==> config.mk <==
export PLATFORM = sky130hd
export DESIGN_NAME = tmds_channel_decoder
export DESIGN_NICKNAME = d
export VERILOG_FILES = /design/src/rtl/tmds_pkg.sv /design/src/rtl/tmds_word_align.sv /design/src/rtl/tmds_channel_decoder.sv
export SDC_FILE = /design/constraint.sdc
export NUM_CORES = 1
export LEC_CHECK = 0
export ABC_AREA = 0
export BUFFER_PORTS_ARGS = -buffer_cell sky130_fd_sc_hd__buf_2
export CORE_MARGIN = 4
export CORE_UTILIZATION = 65
export CTS_CLUSTER_SIZE = 16
export DETAILED_ROUTE_END_ITERATION = 10
export PLACE_DENSITY = 0.85
export RECOVER_POWER = 50
export SLEW_MARGIN = 20
export SYNTH_ARGS = -nofsm -noshare
export SYNTH_HDL_FRONTEND = slang
export SYNTH_HIERARCHICAL = 1
export SYNTH_SLANG_ARGS = --single-unit
==> constraint.sdc <==
create_clock -name clk -period 7 [get_ports clk]
set_clock_uncertainty 0.1 [all_clocks]
set_input_delay 0.7 -clock clk [delete_from_list [all_inputs] [get_ports clk]]
set_output_delay 0.7 -clock clk [all_outputs]
set_load 0.01 [all_outputs]
==> src/rtl/tmds_pkg.sv <==
// Shared TMDS definitions: the four control tokens, data-symbol decode and token lookup.
package tmds_pkg;

    localparam logic [9:0] TokenCtrl00 = 10'b1101010100;
    localparam logic [9:0] TokenCtrl01 = 10'b0010101011;
    localparam logic [9:0] TokenCtrl10 = 10'b0101010100;
    localparam logic [9:0] TokenCtrl11 = 10'b1010101011;

    typedef enum logic [0:0] {
        StSearch,
        StLocked
    } align_state_e;

    typedef struct packed {
        logic       hit;
        logic [1:0] ctrl;
    } token_hit_t;

    // Undo the transmitter's optional inversion (bit 9) and XOR/XNOR chain (bit 8).
    function automatic logic [7:0] tmds_decode_symbol(input logic [9:0] word);
        logic [7:0] d;
        logic [7:0] q;
        d    = word[9] ? ~word[7:0] : word[7:0];
        q[0] = d[0];
        for (int i = 1; i < 8; i++) begin
            q[i] = word[8] ? (d[i] ^ d[i-1]) : ~(d[i] ^ d[i-1]);
        end
        return q;
    endfunction

    function automatic token_hit_t tmds_token_lookup(input logic [9:0] word);
        token_hit_t t;
        t.hit  = 1'b1;
        t.ctrl = 2'b00;
        case (word)
            TokenCtrl00: t.ctrl = 2'b00;
            TokenCtrl01: t.ctrl = 2'b01;
            TokenCtrl10: t.ctrl = 2'b10;
            TokenCtrl11: t.ctrl = 2'b11;
            default:     t.hit  = 1'b0;
        endcase
        return t;
    endfunction

endpackage

==> src/rtl/tmds_word_align.sv <==
// Word aligner: holds the previous raw word and picks a 10-bit window at the current bit offset.
module tmds_word_align (
    input  logic       clk,
    input  logic       reset,
    input  logic [9:0] raw_in,
    input  logic       raw_valid,
    input  logic       slip,
    output logic [9:0] word,
    output logic [3:0] offset
);

    logic [9:0]  prev_q;
    logic [3:0]  offset_q;
    logic [3:0]  offset_d;
    logic [19:0] window;

    // Older word sits in the low half since bit 0 is earliest on the wire.
    assign window = {raw_in, prev_q};

    always_comb begin
        word = 10'(window >> offset_q);
    end

    always_comb begin
        offset_d = offset_q;
        if (raw_valid && slip) begin
            offset_d = (offset_q == 4'd9) ? 4'd0 : offset_q + 4'd1;
        end
    end

    always_ff @(posedge clk or negedge reset) begin
        if (!reset) begin
            prev_q   <= '0;
            offset_q <= '0;
        end else begin
            if (raw_valid) begin
                prev_q <= raw_in;
            end
            offset_q <= offset_d;
        end
    end

    assign offset = offset_q;

endmodule

==> src/rtl/tmds_channel_decoder.sv <==
// One TMDS receive channel: finds the symbol boundary from control tokens, then decodes
// each symbol into video data, control bits and DE.
module tmds_channel_decoder
    import tmds_pkg::*;
#(
    parameter int unsigned LOCK_TOKENS   = 16,
    parameter int unsigned SEARCH_WINDOW = 2048,
    parameter int unsigned LOSS_TIMEOUT  = 4096
) (
    input  logic       clk,
    input  logic       reset,
    input  logic [9:0] raw_in,
    input  logic       raw_valid,
    output logic [7:0] data_out,
    output logic [1:0] ctrl_out,
    output logic       de_out,
    output logic       locked,
    output logic [3:0] offset
);

    localparam int unsigned IdleMax = (SEARCH_WINDOW > LOSS_TIMEOUT) ? SEARCH_WINDOW
                                                                      : LOSS_TIMEOUT;
    localparam int unsigned RunW    = $clog2(LOCK_TOKENS) + 1;
    localparam int unsigned IdleW   = $clog2(IdleMax) + 1;
    localparam logic [RunW-1:0]  RunLast = RunW'(LOCK_TOKENS - 1);
    localparam logic [IdleW-1:0] SlipAt  = IdleW'(SEARCH_WINDOW - 1);
    localparam logic [IdleW-1:0] LossAt  = IdleW'(LOSS_TIMEOUT - 1);

    logic [9:0]   word;
    logic         slip;
    logic [9:0]   stage1_q;
    token_hit_t   tok;
    align_state_e state_q, state_d;
    logic [RunW-1:0]  run_q, run_d;
    logic [IdleW-1:0] idle_q, idle_d;
    logic [1:0]   flush_q, flush_d;
    logic [7:0]   data_q, data_d;
    logic [1:0]   ctrl_q, ctrl_d;
    logic         de_q, de_d;

    tmds_word_align u_align (
        .clk       (clk),
        .reset     (reset),
        .raw_in    (raw_in),
        .raw_valid (raw_valid),
        .slip      (slip),
        .word      (word),
        .offset    (offset)
    );

    assign tok = tmds_token_lookup(stage1_q);

    always_comb begin
        state_d = state_q;
        run_d   = run_q;
        idle_d  = idle_q;
        flush_d = flush_q;
        slip    = 1'b0;
        if (raw_valid) begin
            if (flush_q != 2'd0) begin
                // Words straddling a slip were windowed at the old offset.
                flush_d = flush_q - 2'd1;
            end else begin
                unique case (state_q)
                    StSearch: begin
                        run_d  = tok.hit ? run_q + 1'b1 : '0;
                        idle_d = tok.hit ? '0 : idle_q + 1'b1;
                        if (tok.hit && run_q == RunLast) begin
                            state_d = StLocked;
                            run_d   = '0;
                            idle_d  = '0;
                        end else if (idle_d == SlipAt) begin
                            slip    = 1'b1;
                            run_d   = '0;
                            idle_d  = '0;
                            flush_d = 2'd2;
                        end
                    end
                    StLocked: begin
                        idle_d = tok.hit ? '0 : idle_q + 1'b1;
                        if (idle_d == LossAt) begin
                            state_d = StSearch;
                            run_d   = '0;
                            idle_d  = '0;
                        end
                    end
                    default: state_d = StSearch;
                endcase
            end
        end
    end

    // Gate on the next lock state so de_out/data_out drop in the same cycle as locked.
    always_comb begin
        data_d = data_q;
        ctrl_d = ctrl_q;
        de_d   = de_q;
        if (raw_valid) begin
            if (tok.hit) begin
                data_d = '0;
                ctrl_d = tok.ctrl;
                de_d   = 1'b0;
            end else if (state_d == StLocked) begin
                data_d = tmds_decode_symbol(stage1_q);
                de_d   = 1'b1;
            end else begin
                data_d = '0;
                de_d   = 1'b0;
            end
        end
    end

    always_ff @(posedge clk or negedge reset) begin
        if (!reset) begin
            stage1_q <= '0;
            state_q  <= StSearch;
            run_q    <= '0;
            idle_q   <= '0;
            flush_q  <= '0;
            data_q   <= '0;
            ctrl_q   <= '0;
            de_q     <= 1'b0;
        end else begin
            if (raw_valid) begin
                stage1_q <= word;
            end
            state_q <= state_d;
            run_q   <= run_d;
            idle_q  <= idle_d;
            flush_q <= flush_d;
            data_q  <= data_d;
            ctrl_q  <= ctrl_d;
            de_q    <= de_d;
        end
    end

    assign data_out = data_q;
    assign ctrl_out = ctrl_q;
    assign de_out   = de_q;
    assign locked   = (state_q == StLocked);

endmodule

Yosys cells after proc, flatten, opt, wreduce, memory -nomap -nowiden
Index checks and enable logic that the tools add are counted.
{"block": "totals", "ff_bits": 56, "out_inout_bits": 16, "ramBits": 0, "rom_bits": 0, "latch_bits": 0, "inputBits": 13, "mem_count": 0}
{"block": "op_classes", "n_mux": 39, "shift": 1, "div": 0, "eq_ne": 11, "n_mul": 0, "addsub": 4, "bitwise_logic": 17, "order_cmp": 0, "reduce_logical": 9}
{"operator": "13-bit 2-to-1 mux", "count": 4}
{"operator": "13-bit one-hot mux with 2 select lines", "count": 1}
{"operator": "8-bit 2-to-1 mux", "count": 3}
{"operator": "10-bit == test, second input constant", "count": 2}
{"operator": "5-bit 2-to-1 mux", "count": 4}
{"operator": "20-bit by 4-bit right shift with 10-bit output", "count": 1}
{"operator": "1-bit 2-to-1 mux", "count": 19}
{"operator": "13-bit by 1-bit adder with 13-bit output, second input constant", "count": 1}
{"operator": "13-bit by 11-bit == test with 1-bit output, second input constant", "count": 1}
{"operator": "13-bit by 12-bit == test with 1-bit output, second input constant", "count": 1}
{"operator": "10-bit by 8-bit == test with 1-bit output, second input constant", "count": 1}
{"operator": "10-bit by 9-bit == test with 1-bit output, second input constant", "count": 1}
{"operator": "5-bit one-hot mux with 2 select lines", "count": 1}
{"operator": "1-bit NOT", "count": 9}
{"operator": "2-bit 2-to-1 mux", "count": 4}
{"operator": "8-bit NOT", "count": 1}
{"operator": "1-bit bitwise XOR", "count": 7}
{"operator": "2-bit one-hot mux with 3 select lines", "count": 1}
{"operator": "5-bit by 1-bit adder with 5-bit output, second input constant", "count": 1}
{"operator": "5-bit by 4-bit == test with 1-bit output, second input constant", "count": 1}
{"operator": "4-bit by 1-bit adder with 4-bit output, second input constant", "count": 1}
{"operator": "4-bit == test, second input constant", "count": 1}
{"operator": "4-bit 2-to-1 mux", "count": 1}
{"operator": "2-bit by 1-bit inequality test with 1-bit output, second input constant", "count": 2}
{"operator": "other kinds (9)", "count": 12}

Logic depth before layout (Yosys ltp)
Gate-level depths: netlist of run 1.
{"block": "logic_depth", "ltp_word": 11, "ltp_mapped": 11, "depth_no_buf": 10}

By module
Netlist of run 1, hierarchy kept.
{"module": "tmds_channel_decoder", "seq_area_each_um2": 1051.0, "area_per_inst_um2": 2493.6, "cells_per_inst": 250, "n_inst": 1}
{"module": "tmds_word_align", "seq_area_each_um2": 350.3, "area_per_inst_um2": 1402.6, "cells_per_inst": 130, "n_inst": 1}

Worst setup path after synthesis of run 1
OpenSTA, ideal clock, no wires.
{"block": "synth_path", "path_kind": "flip-flop to flip-flop", "startpoint": "reg idle_q[0]", "endpoint": "reg u_align.offset_q[3], in the netlist u_align/offset[3]", "n_path_buf": 1, "required_ns": 6.834, "slack_ns": 4.488, "arrival_time_ns": 2.346, "path_stages_with_launch": 12, "path_cell_list": "dfrtp_1 ha_1 clkbuf_2 nand4_1 o31a_1 nor4_1 nand4_1 nor3_1 nand3_1 nor3_1 o21ai_0 nand2_1"}
{"block": "synth_via", "elab_chain_cells": 9}
{"element": "from (decl)", "line_no": "tmds_channel_decoder.sv:35", "text": "logic [IdleW-1:0] idle_q, idle_d;"}
{"element": "from (signal assigned)", "line_no": "tmds_channel_decoder.sv:129", "text": "idle_q <= idle_d;"}
{"element": "13-bit by 1-bit adder with 13-bit output", "line_no": "tmds_channel_decoder.sv:67", "text": "idle_d = tok.hit ? '0 : idle_q + 1'b1;"}
{"element": "13-bit 2-to-1 mux", "line_no": "tmds_channel_decoder.sv:67"}
{"element": "13-bit by 11-bit == test with 1-bit output", "line_no": "tmds_channel_decoder.sv:72", "text": "end else if (idle_d == SlipAt) begin"}
{"element": "1-bit 2-to-1 mux", "line_no": "tmds_channel_decoder.sv:72"}
{"element": "1-bit 2-to-1 mux", "line_no": "tmds_channel_decoder.sv:68", "text": "if (tok.hit && run_q == RunLast) begin"}
{"element": "1-bit 2-to-1 mux", "line_no": "tmds_channel_decoder.sv:64", "text": "unique case (state_q)"}
{"element": "1-bit 2-to-1 mux", "line_no": "tmds_channel_decoder.sv:60", "text": "if (flush_q != 2'd0) begin"}
{"element": "1-bit 2-to-1 mux", "line_no": "tmds_channel_decoder.sv:59", "text": "if (raw_valid) begin"}
{"element": "net slip", "line_no": "tmds_channel_decoder.sv:30", "text": "logic slip;"}
{"element": "1-bit logical AND", "line_no": "tmds_word_align.sv:26", "text": "if (raw_valid && slip) begin"}
{"element": "to (signal assigned)", "line_no": "tmds_word_align.sv:39", "text": "offset_q <= offset_d;"}
{"element": "to (decl)", "line_no": "tmds_word_align.sv:13", "text": "logic [3:0] offset_q;"}
The timed path passes the listed nets, and every way through them passes these cells.
A chain may end at the register's enable or synchronous reset.

Worst setup path in the final report of run 1
{"block": "layout_path", "startpoint": "in raw_valid", "endpoint": "reg u_align.offset_q[3], in the netlist u_align/offset[3]"}
{"block": "layout_via", "elab_chain_cells": 2}
{"element": "from (decl)", "line_no": "tmds_channel_decoder.sv:13", "text": "input logic raw_valid,"}
{"element": "1-bit 2-to-1 mux", "line_no": "tmds_channel_decoder.sv:59"}
{"element": "net slip", "line_no": "tmds_channel_decoder.sv:30"}
{"element": "1-bit logical AND", "line_no": "tmds_word_align.sv:26"}
The timed path passes the listed nets, and every way through them passes these cells.

==> metrics, run 1 <==
outcome=finished, violations left; failing checks=max-capacitance violations, max-slew violations; total wire length=~8600 um; top cells by count, synth=56 x dfrtp_1, 33 x nand2_1, 26 x mux2_2, 26 x nand3_1, 17 x nor2_1; Ports=29; DR pass1 iterations=5; EDFF count, synth=0; Cell Rows=27; Slew headroom=-0.949; CP Max Fanout=34; largest net degree at the start of global routing=57; Netlist cell types=71; CP arrival=3.90 ns; CTS Hold Buffers Added=0; ys flop type=dfrtp_1; number of diodes=0; hold path depth=1; final layout net count=409; startpoint types=input pin; total CTS buffers=5; initial antenna violation count=0; Yosys top cell area share=0.360; count leader, synth=dfrtp_1; main area contributors after synthesis=dfrtp_1 36%, mux2_2 7.5%, mux4_2 7.5%, xnor2_1 3.4%, nand3_1 3.3%; Crit. End Element=flop; final instance area=a little over 4000 um^2; Clock Tree Root=clkbuf_8; # port buffers=28; Clock Pin Slew Worst Setup and Hold Paths=0.10 ns; via count=3,157; final design utilization=0.725; vias per cell=6.80; share of layout cells above drive strength 1=0.224; Worst-Margin Slew=2.92 ns; CP required=7.16 ns; FFs w/ async S/R, synth=1.00; first-pass GRT wire length=about 15,000 um; Slew Limit Fails=about 90; 1st-iter DRT viols=approximately 290; worst setup path start=raw_valid; dpl cell area=4000 um^2; Post-Syn Area=3900 um^2; max-cap violations=2; Final ANT Viol Nets=0; cells after synthesis=380; worst r2r path cells=7; GR Overflow Total=0; Final Cycle Share=0.535; Synth area leader=dfrtp_1; fin crit period=3.74 ns; final hold violations=0; hold crit path type=flop to flop; final setup TNS=0 ns; maximum vdd ir drop=225 uV; Mapped Nets=398; flops & latches, synth=56; Leak Pwr=1.66 nW; fmax=between 200 and 300 MHz; TritonCTS clock tree=built; Clock Latency Late Sink=0.32 ns; Die Y=around 85 um; core outline area=around 5700 um^2; Clock Path Buffers=2; Die Wd=roughly 85 um; dpl hpwl=5960 um; sequential cell area fraction in the yosys report=0.360; power per cell area=~230 nW/um^2; RSZ-0062 raised after global routing=false; final setup vio count=0; Clock H-tree levels=2; reg2reg end=de_out$_DFFE_PN0P_; Syn Area/Cell=between 10 and 15 um^2; CTS sink cnt=between 50 and 60; routability congestion estimate=about 0.90; Starting Density=0.687; GR Util All Layers=0.250; Synth Warn #=6; Avg WL per Cell=roughly 19 um; Layout fillers=about 400; Setup CP Type=input pin to flop; worst r2r src=idle_q[0]$_DFFE_PN0P_; cts repair resizes=0; number of setup buffers added after CTS=0; vias in the first global route=3,006; R2R Setup Slk=around 3.9 ns; die area=about 7300 um^2; DRC Markers=0; Syn-to-layout area delta=5.59%; Worst Setup EP=u_align/offset[3]$_DFFE_PN0P_
cells in the final DEF (no fill, tap or decap), types with 4 or more instances in the layout:
cell type   n
o211ai_1    5
mux2i_1    10
a221o_1     6
nand4_1     4
ha_1        5
mux2_2     26
o2bb2ai_1   7
buf_2      27
xnor2_1    15
nand2_1    33
nor2_1     17
clkbuf_8    5
a21oi_1    10
inv_1      11
o21ai_0    13
nor3_1     11
nand3_1    26
mux4_2     13
o22ai_1     7
dfrtp_1    56
nor4_1      5
a22o_1      4
worst max-delay path: stages:
cell      delay, ns
clkbuf_1       1.17
nand2_1        0.91
nor3_1         0.52
nand3_1        0.20
nor3_1         0.20
o21ai_0        0.10
nand2_1        0.09
registers in the layout, summed over array words and instances, names as in the netlist:
signal	flops
ctrl_out	2
data_out	8
de_out	1
flush_q	2
idle_q	13
locked	1
run_q	5
stage1_q	10
u_align/offset	4
u_align/prev_q	10
cells by family (layout without fill, tap and decap cells):
family	count (synthesis)	count (layout)	share of synthesized area
flops	56	56	0.360
fa+ha+maj	5	5	0.0161
simple gates	131	131	0.184
mux	52	52	0.196
xor+xnor	18	18	0.0405
buf+inv	39	51	0.0488
compound gates	79	79	0.155
through the flow:
stage	hold WS, ns	worst slack, ns	std cells	total power, mW
6_report	0.398	3.26	464	0.959
5_1_grt	0.416	2.94	464	1.02
4_1_cts	0.399	3.95	464	0.957
3_5_place_dp	0.369	3.93	456	0.735
3_3_place_gp	0.361	4.00	456	0.719
2_1_floorplan	0.304	4.49	380	0.660
where the power goes:
group / internal [mW] / total, mW / switching [mW]
Combinational: 0.142 / 0.317 / 0.175
Clock: 0.109 / 0.221 / 0.113
Sequential: 0.360 / 0.421 / 0.0608
Total: 0.610 / 0.959 / 0.349
area by class of cell:
cell class | count | area, um^2 | area share
Clock buffer | 5 | 68.8 | 0.0167
Clock inverter | 3 | 46.3 | 0.0113
Inverter | 12 | 45.0 | 0.0109
Multi-Input combinational cell | 285 | 2300 | 0.560
Sequential cell | 56 | 1400 | 0.341
Tap cell | 72 | 90.1 | 0.0219
Timing Repair Buffer | 31 | 158 | 0.0383
worst min path at each step:
stage | end | slack [ns] | startpoint
global placement | run_q[3]$_DFFE_PN0P_ | 0.36 | run_q[3]$_DFFE_PN0P_
global route | run_q[3]$_DFFE_PN0P_ | 0.42 | run_q[3]$_DFFE_PN0P_
detailed placement | data_out[4]$_DFFE_PN0P_ | 0.37 | data_out[4]$_DFFE_PN0P_
floorplan | ctrl_out[0]$_DFFE_PN0P_ | 0.30 | reset
CTS | data_out[4]$_DFFE_PN0P_ | 0.40 | data_out[4]$_DFFE_PN0P_
finish | data_out[4]$_DFFE_PN0P_ | 0.40 | data_out[4]$_DFFE_PN0P_
metal layers:
layer | part of all wire | routed length (um) | GRT usage | vias to the layer above
li1 | - | - | - | 1472
met1 | 0.47 | 4000 | 0.379 | 1526
met2 | 0.45 | 3880 | 0.364 | 147
met3 | 0.072 | 619 | 0.0476 | 12
met4 | 0.012 | 106 | 0.0763 | 0
met5 | 0 | 0 | 0 | -
No activity file was read; power rests on OpenSTA's default activity.
==> run 2, diff against run 1 <==
--- a/config.mk
+++ b/config.mk
@@ -8,10 +8,10 @@
 export ABC_AREA = 0
 export BUFFER_PORTS_ARGS = -buffer_cell sky130_fd_sc_hd__buf_2
 export CORE_MARGIN = 4
-export CORE_UTILIZATION = 65
+export CORE_UTILIZATION = 61
 export CTS_CLUSTER_SIZE = 16
 export DETAILED_ROUTE_END_ITERATION = 10
-export PLACE_DENSITY = 0.85
+export PLACE_DENSITY = 0.81
 export RECOVER_POWER = 50
 export SLEW_MARGIN = 20
 export SYNTH_ARGS = -nofsm -noshare
==> constraint.sdc (replaced) <==
create_clock -name clk -period 3.9 [get_ports clk]
set_clock_uncertainty 0.1 [all_clocks]
set_input_delay 0.39 -clock clk [delete_from_list [all_inputs] [get_ports clk]]
set_output_delay 0.39 -clock clk [all_outputs]
set_load 0.01 [all_outputs]
==> metrics, run 2 (same netlist as run 1, synthesis figures left out) <==
core outline area=6060 um^2; reg2reg end=u_align/offset[3]$_DFFE_PN0P_; failing checks=max-capacitance violations, max-slew violations; first-pass GRT wire length=approximately 14,000 um; Ports=29; share of layout cells above drive strength 1=0.230; CP Max Fanout=9; total CTS buffers=5; max-cap violations=2; RSZ-0062 raised after global routing=false; Slew headroom=-0.958; initial antenna violation count=0; Clock H-tree levels=2; Clock Pin Slew Worst Setup and Hold Paths=0.09 ns; GR Util All Layers=0.232; largest net degree at the start of global routing=57; TritonCTS clock tree=built; most frequent cells in the layout=56 x dfrtp_1, 33 x nand2_1, 28 x buf_2; Slew Limit Fails=92; Avg WL per Cell=around 18 um; Cell Rows=28; maximum vdd ir drop=219 uV; final layout net count=413; hold path endpoint=u_align/prev_q[7]$_DFFE_PN0P_; Starting Density=0.643; Die Wd=87.9 um; pre-CTS WS=0.938 ns; 1st-iter DRT viols=around 260; Clock Path Buffers=2; hold path depth=2; worst r2r path cells=10; Crit. End Element=flop; R2R Setup Slk=0.81 ns; worst r2r src=idle_q[0]$_DFFE_PN0P_; outcome=finished, violations left; vias in the first global route=2,902; # port buffers=28; GR Overflow Total=0; final setup TNS=0 ns; dpl cell area=slightly above 4000 um^2; fin crit period=3.09 ns; DR pass1 iterations=5; hold crit path type=input pin to flop; vias per cell=6.75; dpl hpwl=5880 um; CP required=about 4.1 ns; routability congestion estimate=0.846; CTS sink cnt=56; Clock Latency Late Sink=0.31 ns; Biggest register=idle_q; final design utilization=0.686; Final ANT Viol Nets=0; CP arrival=3.24 ns; Worst-Margin Slew=roughly 2.9 ns; most common library cell in the layout ignoring fill and taps=dfrtp_1; final setup vio count=0; total wire length=8360 um; startpoint types=flop; largest registers=idle_q x13, stage1_q x10, u_align/prev_q x10; DRC Markers=0; die area=7730 um^2; Clock Tree Root=clkbuf_8; number of setup buffers added after CTS=0; Largest register FFs=13; Leak Pwr=1.68 nW; number of diodes=0; final worst slack=0.808 ns; final instance area=4160 um^2; fmax=323 MHz; cts repair resizes=0; HP Start=raw_in[7]; Syn-to-layout area delta=6.74%; CTS Hold Buffers Added=0; Final Cycle Share=0.793; via count=3,172; Hold WS=0.263 ns; power per cell area=approximately 420 nW/um^2; Die Y=slightly below 90 um; final hold violations=0; Setup CP Type=flop to flop
run 2: cell count changes in the layout (fill, tap and decap cells not counted), sizes merged:
cell,delta
clkinv,-1
inv,-1
bufinv,+1
buf,+4
run 2: worst max-delay path by stage:
stage | start | end | cells past startpoint
floorplan | idle_q[0]$_DFFE_PN0P_ | u_align/offset[3]$_DFFE_PN0P_ | 11
global placement | idle_q[0]$_DFFE_PN0P_ | de_out$_DFFE_PN0P_ | 7
detailed placement | idle_q[0]$_DFFE_PN0P_ | de_out$_DFFE_PN0P_ | 7
CTS | idle_q[0]$_DFFE_PN0P_ | u_align/offset[3]$_DFFE_PN0P_ | 10
global route | reset | u_align/prev_q[5]$_DFFE_PN0P_ | 2
finish | idle_q[0]$_DFFE_PN0P_ | u_align/offset[3]$_DFFE_PN0P_ | 10
run 2: area by class of cell:
cell class / count / area [um^2]
repair buffers: 35 / 185
flip-flops and latches: 56 / 1400
multi-input cells: 285 / 2300
well taps: 75 / 93.8
inverters: 12 / 45.0
fillers: 453 / 1900
clock buffers: 5 / 68.8
clock inverters: 2 / 60.1
run 2: per-stage QoR:
step / cells / power, mW
3_5_place_dp: 463 / 1.31
3_3_place_gp: 463 / 1.29
6_report: 470 / 1.75
2_1_floorplan: 380 / 1.19
5_1_grt: 470 / 1.87
4_1_cts: 470 / 1.75
run 2: where the power goes:
group | switching [mW] | internal, mW | total (mW)
logic | 0.297 | 0.257 | 0.554
registers | 0.110 | 0.646 | 0.756
clock network | 0.185 | 0.253 | 0.438
run 2: metal layers:
| metal | share of wire | vias up | routed length [um] | GRT usage |
|---|---|---|---|---|
| met5 | 0 | - | 0 | 0 |
| met3 | 0.064 | 5 | 532 | 0.0320 |
| met2 | 0.46 | 131 | 3860 | 0.349 |
| li1 | - | 1485 | - | - |
| met4 | 0.0068 | 0 | 57 | 0.0544 |
| met1 | 0.47 | 1551 | 3910 | 0.357 |
run 2: worst max-delay path, stage by stage, from the launching register on:
cell and delay [ns]:
dfrtp_1 0.48, ha_1 0.38, nand4_1 0.28, o31a_1 0.37, nor4_1 0.30, nand4_1 0.16, nor3_1 0.36, nand3_1 0.21
nor3_1 0.21, o21ai_0 0.09, nand2_1 0.11
